File: config.mk
export PLATFORM = sky130hd
export DESIGN_NAME = operand_fetch_flat
export DESIGN_NICKNAME = d
export VERILOG_FILES = /design/src/rtl/cpu_pkg.sv /design/src/rtl/operand_fetch_if.sv /design/src/rtl/operand_scoreboard.sv /design/src/rtl/operand_fetch.sv /design/src/flat_wrapper.sv
export SDC_FILE = /design/constraint.sdc
export NUM_CORES = 1
export LEC_CHECK = 0
export ABC_AREA = 0
export BUFFER_PORTS_ARGS = -buffer_cell sky130_fd_sc_hd__buf_2
export CAP_MARGIN = 40
export CORE_MARGIN = 2
export CORE_UTILIZATION = 50
export DETAILED_ROUTE_END_ITERATION = 16
export PLACE_DENSITY = 0.81
export SYNTH_ARGS = -nofsm -noshare
export SYNTH_HDL_FRONTEND = slang
export SYNTH_HIERARCHICAL = 1
export SYNTH_SLANG_ARGS = --single-unit
File: constraint.sdc
create_clock -name clk -period 3.7 [get_ports clk]
set_clock_uncertainty 0.05 [all_clocks]
set_input_delay 0.37 -clock clk [delete_from_list [all_inputs] [get_ports clk]]
set_output_delay 0.37 -clock clk [all_outputs]
set_load 0.01 [all_outputs]
File: src/rtl/cpu_pkg.sv
`default_nettype none
// ============================================================================
// Module      : cpu_pkg
// Description : Shared integer-pipeline types, widths and operand-select helper.
// Revision    : 1.0 - initial release
// ============================================================================
package cpu_pkg;

    localparam int XLEN      = 32;
    localparam int REG_IDX_W = 5;
    localparam int NUM_REGS  = 32;

    typedef logic [REG_IDX_W-1:0] reg_idx_t;
    typedef logic [XLEN-1:0]      xword_t;

    // x0 reads as zero; a same-cycle writeback to the source wins over the file.
    function automatic xword_t select_operand(
        input reg_idx_t rs,
        input logic     wb_valid,
        input reg_idx_t wb_rd,
        input xword_t   wb_data,
        input xword_t   rf_data
    );
        if (rs == '0)
            return '0;
        else if (wb_valid && (wb_rd == rs))
            return wb_data;
        else
            return rf_data;
    endfunction

endpackage
`default_nettype wire

File: src/rtl/operand_fetch_if.sv
`default_nettype none
// ============================================================================
// Module      : operand_fetch_if
// Description : Decode, register-file, writeback and execute signals of operand fetch.
// Revision    : 1.0 - initial release
// ============================================================================
interface operand_fetch_if
    import cpu_pkg::*;
#(
    parameter int CNT_W = 32
);
    logic             flush;
    logic             id_valid;
    logic             id_ready;
    reg_idx_t         id_rs1;
    reg_idx_t         id_rs2;
    logic             id_rs1_used;
    logic             id_rs2_used;
    reg_idx_t         id_rd;
    logic             id_rd_we;
    logic             rf_r0_valid;
    logic             rf_r1_valid;
    reg_idx_t         rf_r0_ad;
    reg_idx_t         rf_r1_ad;
    xword_t           rf_r0_data;
    xword_t           rf_r1_data;
    logic             wb_valid;
    reg_idx_t         wb_rd;
    xword_t           wb_data;
    logic             rf_w_valid;
    reg_idx_t         rf_w_ad;
    xword_t           rf_w_data;
    logic             ex_valid;
    logic             ex_ready;
    xword_t           ex_rs1_data;
    xword_t           ex_rs2_data;
    reg_idx_t         ex_rd;
    logic             ex_rd_we;
    logic [CNT_W-1:0] stall_cnt;

    modport master (
        output flush, id_valid, id_rs1, id_rs2, id_rs1_used, id_rs2_used, id_rd, id_rd_we,
        output rf_r0_data, rf_r1_data, wb_valid, wb_rd, wb_data, ex_ready,
        input  id_ready, rf_r0_valid, rf_r1_valid, rf_r0_ad, rf_r1_ad,
        input  rf_w_valid, rf_w_ad, rf_w_data,
        input  ex_valid, ex_rs1_data, ex_rs2_data, ex_rd, ex_rd_we, stall_cnt
    );

    modport slave (
        input  flush, id_valid, id_rs1, id_rs2, id_rs1_used, id_rs2_used, id_rd, id_rd_we,
        input  rf_r0_data, rf_r1_data, wb_valid, wb_rd, wb_data, ex_ready,
        output id_ready, rf_r0_valid, rf_r1_valid, rf_r0_ad, rf_r1_ad,
        output rf_w_valid, rf_w_ad, rf_w_data,
        output ex_valid, ex_rs1_data, ex_rs2_data, ex_rd, ex_rd_we, stall_cnt
    );
endinterface
`default_nettype wire

File: src/rtl/operand_scoreboard.sv
`default_nettype none
// ============================================================================
// Module      : operand_scoreboard
// Description : Busy bit per register with set/clear ports and RAW/WAW hazard queries.
// Revision    : 1.0 - initial release
// ============================================================================
module operand_scoreboard
    import cpu_pkg::*;
(
    input  wire logic                clk,
    input  wire logic                rst,
    input  wire logic                i_set_valid,
    input  wire reg_idx_t            i_set_idx,
    input  wire logic                i_clr_valid,
    input  wire reg_idx_t            i_clr_idx,
    input  wire reg_idx_t            i_rs1,
    input  wire logic                i_rs1_used,
    input  wire reg_idx_t            i_rs2,
    input  wire logic                i_rs2_used,
    input  wire reg_idx_t            i_rd,
    input  wire logic                i_rd_we,
    output logic                     o_hz1,
    output logic                     o_hz2,
    output logic                     o_hzw,
    output logic [NUM_REGS-1:0]      o_busy
);

    logic [NUM_REGS-1:0] r_busy;
    logic [NUM_REGS-1:0] w_set_mask;
    logic [NUM_REGS-1:0] w_clr_mask;
    logic [NUM_REGS-1:0] w_busy_nxt;

    // Set is applied after clear so an index retired and reissued in one cycle stays busy.
    always_comb begin
        w_set_mask = '0;
        w_clr_mask = '0;
        if (i_set_valid && (i_set_idx != '0))
            w_set_mask[i_set_idx] = 1'b1;
        if (i_clr_valid)
            w_clr_mask[i_clr_idx] = 1'b1;
        w_busy_nxt    = (r_busy & ~w_clr_mask) | w_set_mask;
        w_busy_nxt[0] = 1'b0;
    end

    always_ff @(posedge clk) begin
        if (rst)
            r_busy <= '0;
        else
            r_busy <= w_busy_nxt;
    end

    always_comb begin
        o_hz1 = i_rs1_used && r_busy[i_rs1] && !(i_clr_valid && (i_clr_idx == i_rs1));
        o_hz2 = i_rs2_used && r_busy[i_rs2] && !(i_clr_valid && (i_clr_idx == i_rs2));
        o_hzw = i_rd_we && (i_rd != '0) && r_busy[i_rd] && !(i_clr_valid && (i_clr_idx == i_rd));
    end

    assign o_busy = r_busy;

endmodule
`default_nettype wire

File: src/rtl/operand_fetch.sv
`default_nettype none
// ============================================================================
// Module      : operand_fetch
// Description : Single-stage issue between decode and execute with hazard stall and bypass.
// Revision    : 1.0 - initial release
// ============================================================================
module operand_fetch
    import cpu_pkg::*;
#(
    parameter int CNT_W = 32
)(
    input  wire logic    clk,
    input  wire logic    rst,
    operand_fetch_if.slave bus
);

    logic                w_slot_free;
    logic                w_hz1;
    logic                w_hz2;
    logic                w_hzw;
    logic                w_hazard;
    logic                w_accept;
    logic                w_stall;
    logic [NUM_REGS-1:0] w_busy;

    logic                r_ex_valid;
    xword_t              r_ex_rs1_data;
    xword_t              r_ex_rs2_data;
    reg_idx_t            r_ex_rd;
    logic                r_ex_rd_we;
    logic [CNT_W-1:0]    r_stall_cnt;

    operand_scoreboard u_sb (
        .clk         (clk),
        .rst         (rst),
        .i_set_valid (w_accept && bus.id_rd_we),
        .i_set_idx   (bus.id_rd),
        .i_clr_valid (bus.wb_valid),
        .i_clr_idx   (bus.wb_rd),
        .i_rs1       (bus.id_rs1),
        .i_rs1_used  (bus.id_rs1_used),
        .i_rs2       (bus.id_rs2),
        .i_rs2_used  (bus.id_rs2_used),
        .i_rd        (bus.id_rd),
        .i_rd_we     (bus.id_rd_we),
        .o_hz1       (w_hz1),
        .o_hz2       (w_hz2),
        .o_hzw       (w_hzw),
        .o_busy      (w_busy)
    );

    always_comb begin
        w_slot_free = !r_ex_valid || bus.ex_ready;
        w_hazard    = w_hz1 || w_hz2 || w_hzw;
        w_accept    = bus.id_valid && w_slot_free && !w_hazard && !bus.flush;
        w_stall     = bus.id_valid && w_slot_free && w_hazard && !bus.flush;
    end

    always_ff @(posedge clk) begin
        if (rst) begin
            r_ex_valid    <= 1'b0;
            r_ex_rs1_data <= '0;
            r_ex_rs2_data <= '0;
            r_ex_rd       <= '0;
            r_ex_rd_we    <= 1'b0;
            r_stall_cnt   <= '0;
        end else begin
            if (bus.flush)
                r_ex_valid <= 1'b0;
            else if (w_slot_free)
                r_ex_valid <= w_accept;
            if (w_accept) begin
                r_ex_rs1_data <= select_operand(bus.id_rs1, bus.wb_valid, bus.wb_rd,
                                                bus.wb_data, bus.rf_r0_data);
                r_ex_rs2_data <= select_operand(bus.id_rs2, bus.wb_valid, bus.wb_rd,
                                                bus.wb_data, bus.rf_r1_data);
                r_ex_rd       <= bus.id_rd;
                r_ex_rd_we    <= bus.id_rd_we;
            end
            if (w_stall && (r_stall_cnt != '1))
                r_stall_cnt <= r_stall_cnt + CNT_W'(1);
        end
    end

    assign bus.id_ready    = w_slot_free && !w_hazard && !bus.flush;
    assign bus.rf_r0_valid = bus.id_valid && bus.id_rs1_used;
    assign bus.rf_r1_valid = bus.id_valid && bus.id_rs2_used;
    assign bus.rf_r0_ad    = bus.id_rs1;
    assign bus.rf_r1_ad    = bus.id_rs2;
    assign bus.rf_w_valid  = bus.wb_valid && (bus.wb_rd != '0);
    assign bus.rf_w_ad     = bus.wb_rd;
    assign bus.rf_w_data   = bus.wb_data;
    assign bus.ex_valid    = r_ex_valid;
    assign bus.ex_rs1_data = r_ex_rs1_data;
    assign bus.ex_rs2_data = r_ex_rs2_data;
    assign bus.ex_rd       = r_ex_rd;
    assign bus.ex_rd_we    = r_ex_rd_we;
    assign bus.stall_cnt   = r_stall_cnt;

endmodule
`default_nettype wire

File: src/flat_wrapper.sv
// flat-port wrapper written by rule: the top's interface ports become plain ports
module operand_fetch_flat import cpu_pkg::*;
#(
    parameter int CNT_W = 32
)
  (clk, rst, bus_flush, bus_id_valid, bus_id_rs1, bus_id_rs2, bus_id_rs1_used, bus_id_rs2_used, bus_id_rd, bus_id_rd_we, bus_rf_r0_data, bus_rf_r1_data, bus_wb_valid, bus_wb_rd, bus_wb_data, bus_ex_ready, bus_id_ready, bus_rf_r0_valid, bus_rf_r1_valid, bus_rf_r0_ad, bus_rf_r1_ad, bus_rf_w_valid, bus_rf_w_ad, bus_rf_w_data, bus_ex_valid, bus_ex_rs1_data, bus_ex_rs2_data, bus_ex_rd, bus_ex_rd_we, bus_stall_cnt);
  operand_fetch_if #(.CNT_W(CNT_W)) bus_i ();
  input  wire logic clk;
  input  wire logic rst;
  input wire logic [$bits(bus_i.flush)-1:0] bus_flush;
  input wire logic [$bits(bus_i.id_valid)-1:0] bus_id_valid;
  input wire logic [$bits(bus_i.id_rs1)-1:0] bus_id_rs1;
  input wire logic [$bits(bus_i.id_rs2)-1:0] bus_id_rs2;
  input wire logic [$bits(bus_i.id_rs1_used)-1:0] bus_id_rs1_used;
  input wire logic [$bits(bus_i.id_rs2_used)-1:0] bus_id_rs2_used;
  input wire logic [$bits(bus_i.id_rd)-1:0] bus_id_rd;
  input wire logic [$bits(bus_i.id_rd_we)-1:0] bus_id_rd_we;
  input wire logic [$bits(bus_i.rf_r0_data)-1:0] bus_rf_r0_data;
  input wire logic [$bits(bus_i.rf_r1_data)-1:0] bus_rf_r1_data;
  input wire logic [$bits(bus_i.wb_valid)-1:0] bus_wb_valid;
  input wire logic [$bits(bus_i.wb_rd)-1:0] bus_wb_rd;
  input wire logic [$bits(bus_i.wb_data)-1:0] bus_wb_data;
  input wire logic [$bits(bus_i.ex_ready)-1:0] bus_ex_ready;
  output wire logic [$bits(bus_i.id_ready)-1:0] bus_id_ready;
  output wire logic [$bits(bus_i.rf_r0_valid)-1:0] bus_rf_r0_valid;
  output wire logic [$bits(bus_i.rf_r1_valid)-1:0] bus_rf_r1_valid;
  output wire logic [$bits(bus_i.rf_r0_ad)-1:0] bus_rf_r0_ad;
  output wire logic [$bits(bus_i.rf_r1_ad)-1:0] bus_rf_r1_ad;
  output wire logic [$bits(bus_i.rf_w_valid)-1:0] bus_rf_w_valid;
  output wire logic [$bits(bus_i.rf_w_ad)-1:0] bus_rf_w_ad;
  output wire logic [$bits(bus_i.rf_w_data)-1:0] bus_rf_w_data;
  output wire logic [$bits(bus_i.ex_valid)-1:0] bus_ex_valid;
  output wire logic [$bits(bus_i.ex_rs1_data)-1:0] bus_ex_rs1_data;
  output wire logic [$bits(bus_i.ex_rs2_data)-1:0] bus_ex_rs2_data;
  output wire logic [$bits(bus_i.ex_rd)-1:0] bus_ex_rd;
  output wire logic [$bits(bus_i.ex_rd_we)-1:0] bus_ex_rd_we;
  output wire logic [$bits(bus_i.stall_cnt)-1:0] bus_stall_cnt;
  assign bus_i.flush = bus_flush;
  assign bus_i.id_valid = bus_id_valid;
  assign bus_i.id_rs1 = bus_id_rs1;
  assign bus_i.id_rs2 = bus_id_rs2;
  assign bus_i.id_rs1_used = bus_id_rs1_used;
  assign bus_i.id_rs2_used = bus_id_rs2_used;
  assign bus_i.id_rd = bus_id_rd;
  assign bus_i.id_rd_we = bus_id_rd_we;
  assign bus_i.rf_r0_data = bus_rf_r0_data;
  assign bus_i.rf_r1_data = bus_rf_r1_data;
  assign bus_i.wb_valid = bus_wb_valid;
  assign bus_i.wb_rd = bus_wb_rd;
  assign bus_i.wb_data = bus_wb_data;
  assign bus_i.ex_ready = bus_ex_ready;
  assign bus_id_ready = bus_i.id_ready;
  assign bus_rf_r0_valid = bus_i.rf_r0_valid;
  assign bus_rf_r1_valid = bus_i.rf_r1_valid;
  assign bus_rf_r0_ad = bus_i.rf_r0_ad;
  assign bus_rf_r1_ad = bus_i.rf_r1_ad;
  assign bus_rf_w_valid = bus_i.rf_w_valid;
  assign bus_rf_w_ad = bus_i.rf_w_ad;
  assign bus_rf_w_data = bus_i.rf_w_data;
  assign bus_ex_valid = bus_i.ex_valid;
  assign bus_ex_rs1_data = bus_i.ex_rs1_data;
  assign bus_ex_rs2_data = bus_i.ex_rs2_data;
  assign bus_ex_rd = bus_i.ex_rd;
  assign bus_ex_rd_we = bus_i.ex_rd_we;
  assign bus_stall_cnt = bus_i.stall_cnt;
  operand_fetch #(.CNT_W(CNT_W)) u_core (.clk(clk), .rst(rst), .bus(bus_i));
endmodule
# Yosys cells after proc, flatten, opt, wreduce, memory -nomap -nowiden
# Cells that the tools add are included.
# word_totals
regBits,135
input_bits,125
# classes
addsub,1
magnitude_cmp,6
eq_ne,4
muxes,16
bitwise,3
n_reduce_logical,39
# op_table
cell,n
$mux W32,6
$add A32 B1 Y32 const B,1
$and A32 B32 Y32,1
$ne A32 B32 Y1 const B,1
$not A32 Y32,1
$or A32 B32 Y32,1
$logic_and A1 B1 Y1,25
$lt A5 B6 Y1 const B,4
$bmux W1 S5,3
$eq A5 B5 Y1,3
$demux W1 S5,2
$ge A5 B1 Y1 const B,2
$logic_not A5 Y1,2
$reduce_bool A5 Y1,2
$logic_not A1 Y1,6
$mux W1,5
$logic_or A1 B1 Y1,3
$reduce_or A2 Y1,1

# Logic depth before layout (Yosys ltp)
# Gate-level depths: netlist of run 1.
# logic_depth
ltp_word,13
depth_mapped,12

# By module
# The synthesis of run 1 kept the hierarchy.
# by_module_without_submodules
mod,n_inst,cells_per_inst,area_per_inst_um2,seq_area_each_um2
operand_fetch,1,572,5072.4,2062.0
operand_scoreboard,1,271,2392.3,620.6

# Worst setup path before layout of run 1
# Ideal clock, no wire load.
# synth_path
kind,input to register
start,input bus_id_rs2[0]
end,register u_core.u_sb.r_busy[20] (netlist: u_core/u_sb/o_busy[20])
setup_time_ns,0.070
arrival_time_ns,3.238
t_required_ns,3.580
slack_ns,0.341
cell_stages,11
path_cell_list,buf_6 > mux4_2 > mux2_2 > nor3b_2 > a2111oi_2 > or3_1 > nor3_1 > and3_1 > nor3b_1 > nand2_1 > a21oi_1
# synth_between
elab_chain_cells,13
elab_cells_between_ends,16
classes_between,eq/ne (1); mux (3); bitwise (1); reduce/logical (11)
# synth_lines
element,line,rtl
from (decl),flat_wrapper.sv:13,input wire logic [$bits(bus_i.id_rs2)-1:0] bus_id_rs2;
$bmux W1 S5 or $eq A5 B5 Y1 (tied branches),operand_scoreboard.sv:54,o_hz2 = i_rs2_used && r_busy[i_rs2] && !(i_clr_valid && (i_clr_idx == i_rs2));
$mux W1 (implied by the code) or $logic_and A1 B1 Y1 (tied branches),operand_scoreboard.sv:54,
$logic_and A1 B1 Y1 or $logic_not A1 Y1 (tied branches),operand_scoreboard.sv:54,
$logic_and A1 B1 Y1 (*),operand_scoreboard.sv:54,
via u_core.w_hz2,operand_fetch.sv:19,logic w_hz2;
$logic_or A1 B1 Y1 (*) (2 in series),operand_fetch.sv:54,w_hazard = w_hz1 || w_hz2 || w_hzw;
$logic_not A1 Y1 (*),operand_fetch.sv:55,w_accept = bus.id_valid && w_slot_free && !w_hazard && !bus.flush;
$logic_and A1 B1 Y1 (*) (2 in series),operand_fetch.sv:55,
$logic_and A1 B1 Y1 (*),operand_fetch.sv:36,".i_set_valid (w_accept && bus.id_rd_we),"
$logic_and A1 B1 Y1 (*),operand_scoreboard.sv:37,if (i_set_valid && (i_set_idx != '0))
$mux W32 (*),operand_scoreboard.sv:37,
$or A32 B32 Y32 (*),operand_scoreboard.sv:41,w_busy_nxt = (r_busy & ~w_clr_mask) | w_set_mask;
to (signal assigned),operand_scoreboard.sv:49,r_busy <= w_busy_nxt;
to (decl),operand_scoreboard.sv:28,logic [NUM_REGS-1:0] r_busy;
# The timed path passes the listed nets; every way through them passes the cells marked *. The select of a mux whose other input is x is not followed.
# A chain may end at the register's enable or synchronous reset.

# Worst setup path in the final report of run 1
# layout_path
start,register u_core.u_sb.r_busy[3] (netlist: u_core/u_sb/o_busy[3])
end,output bus_id_ready
# layout_between
elab_chain_cells,9
elab_cells_between_ends,17
classes_between,mux (6); reduce/logical (11)
# layout_lines
element,line,rtl
$bmux W1 S5,operand_scoreboard.sv:54,
$mux W1 (implied by the code),operand_scoreboard.sv:54,
$logic_and A1 B1 Y1 (2 in series),operand_scoreboard.sv:54,
via u_core.w_hz2,operand_fetch.sv:19,
$logic_or A1 B1 Y1 (2 in series),operand_fetch.sv:54,
$logic_not A1 Y1,operand_fetch.sv:85,assign bus.id_ready = w_slot_free && !w_hazard && !bus.flush;
$logic_and A1 B1 Y1 (2 in series),operand_fetch.sv:85,
to (decl),flat_wrapper.sv:24,output wire logic [$bits(bus_i.id_ready)-1:0] bus_id_ready;
# The timed path passes the listed nets, and every way through them passes these cells. The select of a mux whose other input is x is not followed.

==> metrics.md, run 1 <==
| Metric | Value |
|---|---|
| Starting DRT DRC Count | 958 |
| Total CTS buffers | 17 |
| Yosys warns | 6 |
| Critical Path RT | 3280 ps |
| Clk root buf | clkbuf_16 |
| Syn Inst Count | approximately 840 |
| Worst IR Drop VDD | approximately 0.0003 V |
| Critical path fanouts, max | 4 |
| Share of cells above drive strength 1 | between 30% and 40% |
| Minimum clock period | around 3400 ps |
| Total negative slack | 0 ps |
| Hold Buf Count CTS | 0 |
| Nets | roughly 1200 |
| I/O pin count | 279 |
| CP cell instances | mux2_1 -> a221o_1 -> a311oi_1 -> a2111oi_2 -> or3_1 -> nor3_1 -> buf_4 -> buf_2 |
| FF-to-FF End | u_core/bus.ex_rs1_data[8]$_SDFFE_PP0P_ |
| Worst Hold Launch | bus_flush |
| Outcome | finished clean |
| H-Tree Depth | 4 |
| Mapped Area | 0.00745 mm² |
| Hold Vio Cnt, Final | 0 |
| Post-DP Area | between 0.008 and 0.009 mm² |
| Pin count of the biggest net entering global routing | 63 |
| Avg Inst Size Synth | approximately 9 µm² |
| TritonCTS clock tree | built |
| Final max-slew violation count | 0 |
| LEAKAGE | about 3.8 nW |
| WHS Path Cells | 2 |
| First-pass detailed-route iteration total | 7 |
| Worst slew pin tran | 872 ps |
| CTS sink cnt | roughly 130 |
| Reg2reg path depth | 10 |
| WL/cell | 19.0 µm |
| Die area | between 0.015 and 0.02 mm² |
| DRT Wirelength | around 24000 µm |
| R2r setup slk | between 300 and 400 ps |
| RSZ-0062 raised after global routing | false |
| Detailed-route via count | 7420 |
| Final period util | between 90% and 100% |
| DPL Wire Length | about 17000 µm |
| Die height | about 130 µm |
| P per Cell Area | a little under 400 mW/mm² |
| Fmax achieved | about 300 MHz |
| Worst path slowest cell | or3_1 |
| Initial Utilization | around half |
| Total GRT Usage | between 20% and 30% |
| Finished Cell Area | slightly above 0.009 mm² |
| CP arrival | roughly 3000 ps |
| WS Path Type | register to output pin |
| Critical Path Start | u_core/u_sb/o_busy[3]$_SDFF_PP0_ |
| Vias in the first global route | approximately 6800 |
| Critical Path Max Stage Delay | between 400 and 500 ps |
| Crit end category | output pin |
| Gr ovfl total | 0 |
| Routed Antenna Nets | 0 |
| CTS resizes | 0 |
| Vias per inst | between 5 and 6 |
| Clk slew on worst S/H paths | about 60 ps |
| Max_cap viols | 0 |
| Final setup viols | 0 |
| Worst skew pair latency | 420 ps |
| Core ar. | 0.0145 mm² |
| Hold crit path type | primary input to register |
| CP Launch Type | register |
| DRC viols | 0 |
| FP Rows | 44 |
| Longest Clk Path Bufs | 2 |
| Post-Syn Nets | 967 |
| Crit Reg-Reg Startpoint | u_core/u_sb/o_busy[3]$_SDFF_PP0_ |
| Post-CTS setup buffer count | 0 |
| Port Buf Inserts | about 280 |
| Hold Crit Endpoint | u_core/bus.ex_valid$_SDFFE_PP0N_ |
| Initial antenna violation count | 1 |
| Wire length of the first global-routing pass | 36300 µm |
| Die Width | between 100 and 150 µm |
| Slew headroom | roughly two fifths |
| Area grow syn2layout | 23.5% |
| RD Place Congestion | roughly 0.91 |
==> metal layers <==
layer	routed length, µm	part of all wire [%]	global-route usage (%)	vias up
li1	-	-	-	3440
met1	9590	40	37.2	3507
met2	11600	49	47.8	414
met3	1930	8.1	5.01	59
met4	690	2.9	11.0	0
met5	0	0	0	-
==> sequential cells by signal, summed over array words and instances, names as in the netlist <==
name	cells
u_core/bus.ex_valid	1
u_core/bus.ex_rs2_data	32
u_core/bus.ex_rs1_data	32
u_core/bus.ex_rd_we	1
u_core/bus.ex_rd	5
u_core/u_sb/o_busy	31
u_core/bus.stall_cnt	32
==> power breakdown <==
| group | internal [W] | leakage, nW | switching, W | total, W |
|---|---|---|---|---|
| sequential | 0.00148 | 1.08 | 0.0000209 | 0.00150 |
| clock | 0.000995 | 0.279 | 0.000606 | 0.00160 |
| combinational | 0.000189 | 2.47 | 0.000270 | 0.000459 |
==> worst max-delay path: cells and delay by family (launching register included) <==
| family | cells | cell delay [ps] |
|---|---|---|
| AND/OR/NAND/NOR | 2 | 760 |
| AO/OA/AOI/OAI | 3 | 740 |
| flip-flops | 1 | 380 |
| buffers and inverters | 2 | 350 |
| multiplexers | 1 | 330 |
==> how the worst max path moves through the flow <==
stage | end | slack, ps | cells past startpoint
after global placement | u_core/bus.ex_rs1_data[2]$_SDFFE_PP0P_ | 230 | 10
after detailed placement | u_core/bus.ex_rs1_data[7]$_SDFFE_PP0P_ | 170 | 11
after floorplan | u_core/u_sb/o_busy[20]$_SDFF_PP0_ | 340 | 11
after CTS | bus_id_ready | 350 | 8
after global routing | u_core/bus.ex_rs1_data[6]$_SDFFE_PP0P_ | 180 | 10
final | bus_id_ready | 320 | 8
==> layout make-up <==
type                       count  area (µm²)
fill                        1254        5330
multi-input combinational    604        4150
sequential                   134        2680
timing repair buffer         296        1560
clock buffer                  20         447
tap                          184         230
clock inverter                10         108
inverter                       6        22.5
antenna                        1        2.50
==> through the flow <==
stage	utilization (%)	total power, W	hold slack, ps	cells	worst slack (ps)
after floorplan	-	0.00180	389	841	341
after global placement	59.4	0.00198	379	1223	228
after detailed placement	59.5	0.00199	386	1224	172
after CTS	63.3	0.00359	102	1254	349
after global routing	63.3	0.00369	137	1254	182
final	63.3	0.00356	118	1255	323
==> cells in the final DEF (no fill, tap or decap), drive strengths merged, types with 14 or more instances in the layout <==
cell / n
buf: 296
clkbuf: 20
nand4: 16
mux4: 16
dfxtp: 134
mux2i: 84
o31ai: 14
a21oi: 51
nor2: 32
xnor2: 20
or4: 19
nand2: 118
o21ai: 105
Note: power is estimated with default switching activity, not from simulation.
==> inputs of run 2 (changes only) <==
==> constraint.sdc (replaced) <==
create_clock -name clk -period 3.7 [get_ports clk]
set_clock_uncertainty 0.05 [all_clocks]
set_input_delay 0.185 -clock clk [delete_from_list [all_inputs] [get_ports clk]]
set_output_delay 0.185 -clock clk [all_outputs]
set_load 0.005 [all_outputs]
==> metrics.md, run 2 (synthesis gave the netlist of run 1 again) <==
| Metric | Value |
|---|---|
| Initial Utilization | 51.3% (unchanged) |
| I/O pin count | 279 (unchanged) |
| Worst slew pin tran | 804 ps (-67.6 ps) |
| Final core utilization | 67.1% (+3.8 points) |
| RSZ-0062 raised after global routing | false |
| Hold crit path type | primary input to register |
| Pin count of the biggest net entering global routing | 76 (+21%) |
| DRC viols | 0 (unchanged) |
| Die Width | 126 µm (unchanged) |
| Critical path fanouts, max | 17 (+13) |
| DP Cell Count | 1225 (+0.082%) |
| Gr ovfl total | 0 (unchanged) |
| Fmax achieved | 297 MHz (+0.40%) |
| Worst IR Drop VDD | 0.000309 V (+2.7%) |
| WL/cell | 19.5 µm (+2.9%) |
| Final Non-Filler Cells | 1306 (+4.1%) |
| DRT Wirelength | 25500 µm (+7.1%) |
| Port Buf Inserts | 278 (unchanged) |
| WS Path Type | register to register |
| Detailed-route via count | 7861 (+5.9%) |
| Clk slew on worst S/H paths | 60 ps (about the same) |
| RD Place Congestion | 0.913 (+0.40%) |
| Total CTS buffers | 17 (unchanged) |
| P per Cell Area | 389 mW/mm² (+0.35%) |
| Die height | 126 µm (unchanged) |
| Hold Vio Cnt, Final | 0 (unchanged) |
| Starting DRT DRC Count | 805 (-16%) |
| Die area | 0.0159 mm² (unchanged) |
| First-pass detailed-route iteration total | 6 (-1) |
| Total GRT Usage | 31.2% (+2.5 points) |
| Area grow syn2layout | 30.9% |
| TritonCTS clock tree | built |
| Initial antenna violation count | 0 (-1) |
| H-Tree Depth | 4 (unchanged) |
| Core ar. | 0.0145 mm² (unchanged) |
| Post-CTS setup buffer count | 0 (unchanged) |
| Max_cap viols | 0 (unchanged) |
| Routed Antenna Nets | 0 (unchanged) |
| CP Launch Type | register |
| Minimum clock period | 3360 ps (-13.5 ps) |
| Fill cells | 1105 (-12%) |
| Total negative slack | 0 ps (unchanged) |
| Multi-input combinational cell area | 0.00415 mm² (unchanged) |
| FP Rows | 44 (unchanged) |
| DPL Wire Length | 17100 µm (-1.7%) |
| CTS sink cnt | 134 (unchanged) |
| Longest Clk Path Bufs | 2 (unchanged) |
| Wire length of the first global-routing pass | 39400 µm (+8.5%) |
| Commonest non-fill, non-tap cell in the layout | buf_2 |
| Vias in the first global route | 7373 (+9.0%) |
| Outcome | finished clean |
| Share of cells above drive strength 1 | 32.8% (-1.3 points) |
| Worst skew pair latency | 430 ps (about the same) |
| Critical Path RT | 3980 ps (+700 ps) |
| Final max-slew violation count | 0 (unchanged) |
| Crit end category | register |
| Final setup viols | 0 (unchanged) |
| Clk root buf | clkbuf_16 |
| CP arrival | 3650 ps (+690 ps) |
| Worst setup margin | 337 ps (+13.5 ps) |
| Slew headroom | 45.9% (+4.1 points) |
| LEAKAGE | 4.06 nW (+5.9%) |
| Final period util | 90.9% (-0.36 points) |
| Pre-CTS WS | 282 ps (+111 ps) |
| Register area | 0.00268 mm² (unchanged) |
| Vias per inst | 6.02 (+1.8%) |
| Nets | 1234 (+4.1%) |
| Most frequent cells in the layout | buf_2 (278), dfxtp_1 (134), nand2_1 (118), o21ai_0 (100), mux2i_1 (84) |
-- run 2: cell count changes in the layout (fill, tap and decap cells not counted) --
cell           change
bufinv_16          +2
diode_2            +1
dlygate4sd3_1     +48
buf_4              +1
inv_6              +2
clkinv_2           -4
clkinvlp_4         +1
-- run 2: layout make-up --
type / count / share of cell area (%)
diodes: 2 / 0.0513
well taps: 184 / 2.36
multi-input cells: 604 / 42.6
clock buffers: 20 / 4.58
flip-flops and latches: 134 / 27.5
inverters: 6 / 0.231
repair buffers: 345 / 21.0
clock inverters: 11 / 1.77
-- run 2: what timing repair did --
item | in CTS | in global routing
hold buffers | 48 | 0
resized for setup | 0 | 0
endpoints found under the hold margin | 48 | 0
-- run 2: report_power, final --
| group | switching, W | total, W | leakage, nW | internal [W] |
|---|---|---|---|---|
| clock | 0.000655 | 0.00180 | 0.301 | 0.00114 |
| sequential | 0.0000220 | 0.00150 | 1.08 | 0.00148 |
| combinational | 0.000264 | 0.000487 | 2.68 | 0.000223 |
-- run 2: path summary, 6_finish.rpt --
check                                           from                                       to  slack, ps  cells past startpoint
min                               bus_rf_r1_data[19]  u_core/bus.ex_rs2_data[19]$_SDFFE_PP0P_         10                      3
min reg2reg  u_core/bus.ex_rs2_data[27]$_SDFFE_PP0P_  u_core/bus.ex_rs2_data[27]$_SDFFE_PP0P_        400                      2
max reg2reg         u_core/u_sb/o_busy[3]$_SDFF_PP0_   u_core/bus.ex_rs1_data[6]$_SDFFE_PP0P_        340                     10
max                 u_core/u_sb/o_busy[3]$_SDFF_PP0_   u_core/bus.ex_rs1_data[6]$_SDFFE_PP0P_        340                     10
-- run 2: metal layers --
layer / part of all wire [%] / routed length (µm) / GRT usage [%] / vias up
li1: - / - / - / 3540
met1: 38 / 9630 / 38.2 / 3704
met2: 48 / 12200 / 51.9 / 519
met3: 9.6 / 2450 / 6.71 / 98
met4: 4.5 / 1160 / 15.6 / 0
met5: 0 / 0 / 0 / -
-- run 2: worst max-delay path, stage by stage (launching register included) --
cell and delay [ps]:
dfxtp_1 340, mux2_1 310, a221o_1 300, a311oi_1 350, a2111oi_2 90, or3_1 430, or4b_1 560, nor2_4 140
o21ai_2 230, buf_8 240, o21ai_0 230
-- run 2: through the flow --
stage	hold slack (ps)	area (µm²)	power, W
after global routing	20.9	9750	0.00391
final	10.9	9760	0.00379
after floorplan	204	7450	0.00177
after detailed placement	381	8650	0.00197
after global placement	377	8600	0.00195
after CTS	2.69	9750	0.00378
